### src/rtl/uart_tx.sv
// Memory-mapped UART transmitter: byte FIFO feeding an 8N1 LSB-first serialiser.
// Define UART_TX_PARITY_EN to insert an even-parity bit between data and stop (8E1).
module uart_tx #(
    parameter int unsigned CLK_FREQ     = 100000000,
    parameter int unsigned BAUD         = 115200,
    parameter int unsigned CLKS_PER_BIT = CLK_FREQ / BAUD,
    parameter int unsigned FIFO_DEPTH   = 8
) (
    input  logic                          CLK100MHZ,
    input  logic                          reset,
    input  logic                          wr_en,
    input  logic [7:0]                    wr_data,
    output logic                          fifo_full,
    output logic [$clog2(FIFO_DEPTH):0]   fifo_level,
    output logic                          tx_busy,
    output logic                          wr_overflow,
    output logic                          uart_rxd_out
);

    localparam int unsigned PTR_W = $clog2(FIFO_DEPTH);
    localparam int unsigned LVL_W = PTR_W + 1;
    localparam int unsigned CNT_W = $clog2(CLKS_PER_BIT);
    localparam logic [CNT_W-1:0] CNT_LAST = CNT_W'(CLKS_PER_BIT - 1);
    localparam logic [LVL_W-1:0] LVL_FULL = LVL_W'(FIFO_DEPTH);

    typedef enum logic [2:0] {
        S_IDLE,
        S_START,
        S_DATA,
`ifdef UART_TX_PARITY_EN
        S_PARITY,
`endif
        S_STOP
    } state_t;

    state_t             state_q, state_d;
    logic [CNT_W-1:0]   cnt_q, cnt_d;
    logic [2:0]         idx_q, idx_d;
    logic [7:0]         shift_q, shift_d;
    logic [PTR_W-1:0]   wptr_q, wptr_d;
    logic [PTR_W-1:0]   rptr_q, rptr_d;
    logic [LVL_W-1:0]   count_q, count_d;
    logic               full_q, full_d;
    logic               ovf_q, ovf_d;
    logic               busy_q, busy_d;
    logic               line_q, line_d;
`ifdef UART_TX_PARITY_EN
    logic               parity_q, parity_d;
`endif

    logic [7:0]         mem_q [FIFO_DEPTH];
    logic               bit_end;
    logic               fifo_empty;
    logic               pop;
    logic               wr_accept;

    always_ff @(posedge CLK100MHZ) begin
        if (wr_accept) begin
            mem_q[wptr_q] <= wr_data;
        end
    end

    always_comb begin
        bit_end    = (cnt_q == CNT_LAST);
        fifo_empty = (count_q == '0);
        state_d    = state_q;
        cnt_d      = cnt_q;
        idx_d      = idx_q;
        shift_d    = shift_q;
        pop        = 1'b0;

        case (state_q)
            S_IDLE: begin
                if (!fifo_empty) begin
                    pop     = 1'b1;
                    state_d = S_START;
                    cnt_d   = '0;
                end
            end
            S_START: begin
                if (bit_end) begin
                    state_d = S_DATA;
                    cnt_d   = '0;
                    idx_d   = '0;
                end else begin
                    cnt_d = cnt_q + CNT_W'(1);
                end
            end
            S_DATA: begin
                if (bit_end) begin
                    cnt_d   = '0;
                    shift_d = {1'b0, shift_q[7:1]};
                    idx_d   = idx_q + 3'd1;
                    if (idx_q == 3'd7) begin
`ifdef UART_TX_PARITY_EN
                        state_d = S_PARITY;
`else
                        state_d = S_STOP;
`endif
                    end
                end else begin
                    cnt_d = cnt_q + CNT_W'(1);
                end
            end
`ifdef UART_TX_PARITY_EN
            S_PARITY: begin
                if (bit_end) begin
                    cnt_d   = '0;
                    state_d = S_STOP;
                end else begin
                    cnt_d = cnt_q + CNT_W'(1);
                end
            end
`endif
            S_STOP: begin
                // Chain straight into the next start bit when more bytes are queued.
                if (bit_end) begin
                    cnt_d = '0;
                    if (!fifo_empty) begin
                        pop     = 1'b1;
                        state_d = S_START;
                    end else begin
                        state_d = S_IDLE;
                    end
                end else begin
                    cnt_d = cnt_q + CNT_W'(1);
                end
            end
            default: begin
                state_d = S_IDLE;
                cnt_d   = '0;
            end
        endcase

        if (pop) begin
            shift_d = mem_q[rptr_q];
        end
    end

`ifdef UART_TX_PARITY_EN
    always_comb begin
        parity_d = parity_q;
        if (pop) begin
            parity_d = ^mem_q[rptr_q];
        end
    end
`endif

    always_comb begin
        wr_accept = wr_en && (!full_q || pop);
        wptr_d    = wptr_q + PTR_W'(wr_accept);
        rptr_d    = rptr_q + PTR_W'(pop);
        count_d   = count_q;
        case ({wr_accept, pop})
            2'b10:   count_d = count_q + LVL_W'(1);
            2'b01:   count_d = count_q - LVL_W'(1);
            default: count_d = count_q;
        endcase
        full_d = (count_d == LVL_FULL);
        ovf_d  = wr_en && !wr_accept;
        // Current state also counts so busy drops in step with the last stop-bit line cycle.
        busy_d = (state_q != S_IDLE) || (state_d != S_IDLE) || (count_d != '0);

        line_d = 1'b1;
        case (state_q)
            S_START:  line_d = 1'b0;
            S_DATA:   line_d = shift_q[0];
`ifdef UART_TX_PARITY_EN
            S_PARITY: line_d = parity_q;
`endif
            default:  line_d = 1'b1;
        endcase
    end

    always_ff @(posedge CLK100MHZ or posedge reset) begin
        if (reset) begin
            state_q  <= S_IDLE;
            cnt_q    <= '0;
            idx_q    <= '0;
            shift_q  <= '0;
            wptr_q   <= '0;
            rptr_q   <= '0;
            count_q  <= '0;
            full_q   <= 1'b0;
            ovf_q    <= 1'b0;
            busy_q   <= 1'b0;
            line_q   <= 1'b1;
`ifdef UART_TX_PARITY_EN
            parity_q <= 1'b0;
`endif
        end else begin
            state_q  <= state_d;
            cnt_q    <= cnt_d;
            idx_q    <= idx_d;
            shift_q  <= shift_d;
            wptr_q   <= wptr_d;
            rptr_q   <= rptr_d;
            count_q  <= count_d;
            full_q   <= full_d;
            ovf_q    <= ovf_d;
            busy_q   <= busy_d;
            line_q   <= line_d;
`ifdef UART_TX_PARITY_EN
            parity_q <= parity_d;
`endif
        end
    end

    assign fifo_full    = full_q;
    assign fifo_level   = count_q;
    assign tx_busy      = busy_q;
    assign wr_overflow  = ovf_q;
    assign uart_rxd_out = line_q;

endmodule

### config.mk
export PLATFORM = sky130hd
export DESIGN_NAME = uart_tx
export DESIGN_NICKNAME = d
export VERILOG_FILES = /design/src/rtl/uart_tx.sv
export SDC_FILE = /design/constraint.sdc
export NUM_CORES = 1
export LEC_CHECK = 0
export ABC_CLOCK_PERIOD_IN_PS = 3900
export CAP_MARGIN = 25
export CORE_MARGIN = 2
export CORE_UTILIZATION = 41
export DETAILED_ROUTE_END_ITERATION = 6
export GPL_TIMING_DRIVEN = 0
export PLACE_DENSITY = 0.6
export SYNTH_ARGS = -nofsm -noshare
export SYNTH_HDL_FRONTEND = slang
export SYNTH_SLANG_ARGS = --single-unit
### constraint.sdc
create_clock -name CLK100MHZ -period 3.9 [get_ports CLK100MHZ]
set_input_delay 0.78 -clock CLK100MHZ [delete_from_list [all_inputs] [get_ports CLK100MHZ]]
set_output_delay 0.78 -clock CLK100MHZ [all_outputs]
set_load 0.005 [all_outputs]
==> run_results.csv, run 1 <==
group,metric,value,unit
die,die_height,107,microns
power,switching_share,0.322,
cts,clock_sinks,102,
cts,postCtsSetupBuffers,0,
die,rows,37,
route,ant_nets,0,
synth,synthFlopType,"edfxtp_1",
cts,numCtsBuffers,9,
critical_path,crit_arrival,3680,ps
die,ioPinCount,19,
critical_path,critPathMaxFanout,10,
synth,main_area_contributors_after_synthesis,"edfxtp_1 (44%), dfrtp_1 (21%), mux4_2 (8.3%), ha_1 (2.9%), mux2i_1 (2.5%)",
synth,synthesis.yosys.warnings,0,
timing,fmaxAchievable,0.290,GHz
grt,track_usage,0.151,
die,die_w,107,microns
power,seqPwrFrac,0.493,
synth,synth_fa_ha_area_frac,0.0288,
power,total_leakage_power,0.00181,uW
cts,ctsLongestPathBuffers,2,
route,drt_iter0_drc,164,
finish,final_cell_area,4950,sq um
placed_design,dpl.hpwl,5150,microns
power,clkPwrFrac,0.200,
placed_design,detailed_place.area,4750,sq um
timing,clock_skew,13.8,ps
synth,simple_logic_cell_fraction_of_the_synthesized_area,0.108,
cts,cts_root_buffer,"clkbuf_8",
flow_run,maxCapViolCount,0,
die,dieArea,11400,sq um
grt,grt_first_pass_wirelength,12900,microns
finish,finalCoreUtilization,0.479,
critical_path,critical_path_required,4130,ps
critical_path,critPathMaxStageDelay,410,ps
finish,diodes_inserted,0,
grt,grt_antenna_before_repair,0,
synth,fraction_of_synthesis_flops_using_an_asynchronous_set_or_reset_pin,0.373,
cts,htreeDepth,3,
cts,cts_hold_repair.buffers,0,
timing,timing_worst_slew_pin_value,987,ps
critical_path,crit_type,"flip-flop to flip-flop",
synth,yosys.cell_count.top_type,"edfxtp_1",
synth,postSynthCellCount,291,
cts,clock_tree_from_tritoncts,"built",
timing,setup_total_neg_slack,0,ps
synth,synth_top_area_cell,"edfxtp_1",
critical_path,worst_setup_path_startpoint,"cnt_q[0]$_DFFE_PP0P_",
power,cell_internal_pwr,2060,uW
min_path,timing.hold.worst.start,"shift_q[7]$_DFFE_PP0P_",
critical_path,cp-end-kind,"flip-flop",
timing,drv_slew,0,
synth,synthesis.area,4350,sq um
synth,edff_count_synth,64,
outcome,run_status,"finished, final reports clean",
synth,synth_xor_xnor_area_share,0.0302,
finish,numnets_final,343,
synth,synth_fp_nets,312,
synth,synth-seq-cells,102,
synth,synth_top_family_by_area,"multiplexers",
grt,maximum_number_of_pins_on_one_net_before_global_route_repair,39,
timing,maxSlewHeadroom,0.338,
synth,synth-compound-area-share,0.0423,
finish,drive_gt1_frac,0.156,
synth,syn-mean-instance-area,14.9,sq um
power,net-switching-power,980,uW
cts,clkSlewWorstSetupHoldPaths,100,ps
finish,layout_overhead_on_the_synthesized_area,13.8,%
route,route.vias.total,2413,
power,ir_worst_vdd,0.282,mV
critical_path,worstSetupStartpointType,"flip-flop",
critical_path,critPathSlowestCell,"nor4_1",
timing,share_of_the_clock_period_used_by_the_worst_path,0.885,
grt,grt_pass1_vias,2454,
power,power.density_cell_area,614,nW/um^2
min_path,hold_class,"flip-flop to flip-flop",
timing,grt_setup_unrepaired,"false",
die,initial_core_util,0.421,
power,power.share.combinational,0.307,
timing,setup-violations-final,0,
placed_design,gp_congestion,0.730,
timing,final-hold-violation-count,0,
route,drt_first_pass_iters,4,
timing,postLayoutSetupSlackWorst,449,ps
die,core_ar,10300,sq um
placed_design,dp_slack,-126,ps
synth,synth.mux.area_fraction,0.108,
grt,grt.overflow.total,0,
placed_design,io_buffers,18,
synth,portion_of_synthesized_cell_area_occupied_by_the_leading_cell_type,0.442,
route,drt-wirelength-per-cell,16.9,microns
timing,final.min_clock_period,3450,ps
critical_path,r2r_start,"cnt_q[0]$_DFFE_PP0P_",
synth,synth_top_cells_by_count,"edfxtp_1 (64), dfrtp_1 (37), nor2_1 (27)",
route,post_drt_via_cell_ratio,5.21,
critical_path,critPathMostFrequentCell,"ha_1",
route,routed_wirelength,7810,microns
critical_path,cp_cell_sequence,"ha_1 -> nand4b_1 -> nor4_1 -> o21ai_2 -> clkbuf_1 -> nand2_1 -> nand2_1 -> ha_1 -> xor2_1 -> ha_1 -> a21oi_1 -> mux2i_1 -> xor2_1 -> and3_1 -> nand4_1",
synth,synth_cell_type_count,44,
synth,synth_sequential_area_ratio,0.661,
cts,clk_latency,370,ps
route,detail_route.drc_violations,0,
cells by family after synthesis:
kind of cell    Yosys count
buf+inv                  22
xor+xnor                 15
flops                   102
mux                      27
compound gates           25
simple gates             89
other cells               1
fa+ha+maj                10
per-layer routing:
metal	global-route usage	wire (microns)	vias up
li1	-	-	1152
met1	0.195	3540	1228
met2	0.253	3960	23
met3	0.0389	221	10
met4	0.0473	96	0
met5	0	0	-
critical path, delay by kind of cell (launching register included):
kind	cells	cell delay, ps
xor gates and xnor gates	2	340
DFF	1	400
AOI/OAI and AO/OA	2	330
muxes	1	230
adders and majority gates	3	640
and+or+nand+nor	6	1110
buffers and inverters	1	250
power by group through the flow:
stage	Combinational, uW	Clock, uW	Sequential [uW]
floorplan	656	0	1480
global placement	913	0	1500
detailed placement	951	0	1510
CTS	956	638	1490
global route	1040	681	1520
finish	934	608	1500
through the flow:
stage          hold slack [ps]  cells  total power [uW]
6_report                   512    463              3040
5_1_grt                    536    463              3250
4_1_cts                    514    463              3080
3_5_place_dp               492    447              2460
3_3_place_gp               484    445              2410
2_1_floorplan              477    291              2140
sequential cells by signal, summed over array words and instances (netlist names):
name / flops
cnt_q: 10
fifo_full: 1
fifo_level: 4
idx_q: 3
mem_q: 64
rptr_q: 3
shift_q: 8
state_q: 3
tx_busy: 1
uart_rxd_out: 1
wptr_q: 3
wr_overflow: 1
repair_timing:
action / 4_1_cts / 5_1_grt
gates resized for setup: 1 / 2
setup endpoints to repair: 2 / 2
hold endpoints to repair: 0 / 0
path summary, 6_finish.rpt:
kind | endpoint | slack [ps] | cells after the start
min in group asynchronous | cnt_q[0]$_DFFE_PP0P_ | 890 | 2
max in group asynchronous | cnt_q[2]$_DFFE_PP0P_ | 2500 | 2
max reg2reg | tx_busy$_DFF_PP0_ | 450 | 15
max | tx_busy$_DFF_PP0_ | 450 | 15
min reg2reg | shift_q[6]$_DFFE_PP0P_ | 510 | 1
min | shift_q[6]$_DFFE_PP0P_ | 510 | 1
cell usage in the layout (no fill, tap or decap), types with 2 or more instances in the layout:
cell / instances
xor2_1: 10
or2_2: 2
mux2i_1: 11
nor2b_1: 3
and3_1: 4
inv_6: 2
a21oi_1: 6
clkbuf_8: 9
clkdlybuf4s50_1: 18
nor2_1: 27
inv_1: 9
ha_1: 10
nand3_1: 10
dfrtp_1: 37
edfxtp_1: 64
nand2_1: 17
xnor2_1: 5
nand4_1: 2
clkbuf_1: 10
a22o_1: 3
a221o_1: 6
nor3b_2: 3
nor3b_1: 2
buf_4: 2
nor3_2: 2
nor4_1: 2
nand3b_1: 3
o21ai_0: 2
mux4_2: 16
layout make-up:
type / instances / area, sq um
multi-input combinational: 167 / 1440
timing repair buffer: 20 / 195
buffer: 12 / 53.8
clock buffer: 9 / 124
fill: 911 / 5380
sequential: 102 / 2870
inverter: 10 / 37.5
tap: 136 / 170
clock inverter: 7 / 53.8
Power figures use the tool's default switching activity.
==> run 2: changes to the inputs <==
Settings changed: SETUP_SLACK_MARGIN set to 0.3.
==> run 2 against run 1 <==
Clock power about the same; cell count unchanged; largest power group unchanged; highest routed layer unchanged; sequential share of layout area down 0.12 points; sequential power about the same; routed wire length up 0.26%; critical path type unchanged.
==> run_results.csv, run 2 (synthesized netlist as in run 1, its figures left out) <==
group,metric,value,unit
critical_path,cp-end-kind,"flip-flop",
route,detail_route.drc_violations,0,
grt,grt_first_pass_wirelength,12900,microns
cts,postCtsSetupBuffers,0,
die,die_w,107,microns
finish,multi_input_area,1450,sq um
power,report.power.total,3040,uW
finish,largest_register_ffs,64,
critical_path,worst-r2r-cell-count,14,
finish,mostFrequentLayoutCells,"edfxtp_1 (64), dfrtp_1 (37), nor2_1 (27)",
critical_path,critical_path_required,4190,ps
power,ir_worst_vdd,0.282,mV
timing,drv_slew,0,
placed_design,dpl.hpwl,5150,microns
power,switching_share,0.322,
route,routed_wirelength,7830,microns
timing,final.min_clock_period,3300,ps
critical_path,r2r_start,"cnt_q[3]$_DFFE_PP0P_",
timing,setup_total_neg_slack,0,ps
route,ant_nets,0,
min_path,min_path_cells,1,
finish,seq_area,2870,sq um
power,clkPwrFrac,0.200,
finish,layout_overhead_on_the_synthesized_area,14.0,%
min_path,hold_class,"flip-flop to flip-flop",
timing,grt_setup_unrepaired,"false",
timing,timing_worst_slew_pin_value,973,ps
outcome,run_status,"finished, final reports clean",
timing,maxSlewHeadroom,0.348,
power,power.density_cell_area,613,nW/um^2
flow_run,maxCapViolCount,0,
finish,diodes_inserted,0,
grt,track_usage,0.151,
power,seqPwrFrac,0.492,
cts,numCtsBuffers,9,
critical_path,worstSetupStartpointType,"flip-flop",
power,power.share.combinational,0.308,
finish,drive_gt1_frac,0.165,
cts,clock_tree_from_tritoncts,"built",
placed_design,dp_slack,-126,ps
cts,clkSlewWorstSetupHoldPaths,100,ps
grt,grt_pass1_vias,2465,
finish,numnets_final,343,
placed_design,gp_congestion,0.730,
power,cell_internal_pwr,2060,uW
critical_path,rrSetupSlack,600,ps
placed_design,detailed_place.area,4750,sq um
finish,mostFrequentLayoutCell,"edfxtp_1",
timing,clock_skew,14.4,ps
timing,fmaxAchievable,0.303,GHz
critical_path,r2r-end,"fifo_full$_DFF_PP0_",
cts,cts_root_buffer,"clkbuf_8",
critical_path,worst_setup_path_startpoint,"cnt_q[3]$_DFFE_PP0P_",
route,drt_first_pass_iters,4,
die,initial_core_util,0.421,
timing,setup-violations-final,0,
route,post_drt_via_cell_ratio,5.21,
cts,ctsLongestPathBuffers,2,
finish,registers.top_by_ff_count,"mem_q",
critical_path,critical_path.endpoint,"fifo_full$_DFF_PP0_",
route,drt-wirelength-per-cell,16.9,microns
die,rows,37,
die,ioPinCount,19,
timing,share_of_the_clock_period_used_by_the_worst_path,0.847,
cts,clock_sinks,102,
cts,clk_latency,370,ps
route,route.vias.total,2411,
finish,layout.filler_cells,912,
power,total_leakage_power,0.00181,uW
placed_design,io_buffers,18,
critical_path,crit_arrival,3600,ps
die,core_ar,10300,sq um
grt,grt.overflow.total,0,
route,drt_iter0_drc,156,
timing,postLayoutSetupSlackWorst,595,ps
critical_path,crit_type,"flip-flop to flip-flop",
grt,maximum_number_of_pins_on_one_net_before_global_route_repair,39,
grt,grt_antenna_before_repair,0,
timing,final-hold-violation-count,0,
die,dieArea,11400,sq um
critical_path,critPathMaxFanout,10,
cts,htreeDepth,3,
die,die_height,107,microns
finish,final_cell_area,4960,sq um
power,net-switching-power,980,uW
finish,reg.largest.list,"mem_q: 64 flops, cnt_q: 10 flops, shift_q: 8 flops",
[run 2: worst min path at each step]
stage,slack (ps),to,from
CTS,510,shift_q[6]$_DFFE_PP0P_,shift_q[7]$_DFFE_PP0P_
detailed placement,490,rptr_q[0]$_DFF_PP0_,rptr_q[0]$_DFF_PP0_
global placement,480,rptr_q[0]$_DFF_PP0_,rptr_q[0]$_DFF_PP0_
floorplan,480,rptr_q[1]$_DFF_PP0_,rptr_q[1]$_DFF_PP0_
global route,540,rptr_q[1]$_DFF_PP0_,rptr_q[1]$_DFF_PP0_
finish,510,shift_q[6]$_DFFE_PP0P_,shift_q[7]$_DFFE_PP0P_
[run 2: through the flow]
stage | utilization | cells | hold WS [ps]
6_report | 0.480 | 463 | 512
2_1_floorplan | - | 291 | 477
3_3_place_gp | 0.455 | 445 | 484
5_1_grt | 0.480 | 463 | 536
4_1_cts | 0.479 | 463 | 514
3_5_place_dp | 0.460 | 447 | 492
[run 2: final cells by class]
| class | count | area share |
|---|---|---|
| sequential | 102 | 0.580 |
| multi-input combinational | 167 | 0.292 |
| timing repair buffer | 20 | 0.0394 |
| tap | 136 | 0.0343 |
| clock buffer | 9 | 0.0250 |
| buffer | 12 | 0.0111 |
| clock inverter | 7 | 0.0109 |
| inverter | 10 | 0.00757 |
[run 2: power groups by stage]
stage	logic, uW	clock network [uW]	registers, uW
after floorplan	656	0	1480
after global placement	913	0	1500
after detailed placement	951	0	1510
after CTS	960	638	1500
after global routing	1040	681	1520
final	936	608	1500
[run 2: what timing repair did]
action,4_1_cts,5_1_grt
resized for setup,3,5
hold buffers,0,0
setup endpoints to repair,4,2
pin swaps,0,1
[run 2: layer usage]
layer,part of all wire,vias up,track usage
met1,0.45,1225,0.194
met3,0.028,9,0.0389
met2,0.51,27,0.254
li1,-,1150,-
met4,0.013,0,0.0473
met5,0,-,0
[run 2: worst max-delay path, stage by stage (launching register included)]
cell	delay (ps)
dfrtp_1	420
or3_4	420
nor4_2	320
o21ai_2	160
buf_2	210
nand2_1	130
nand2_1	90
ha_2	230
xor2_1	150
ha_1	180
a21oi_1	160
mux2i_1	230
xor2_1	180
and3_1	200
nor2b_1	160
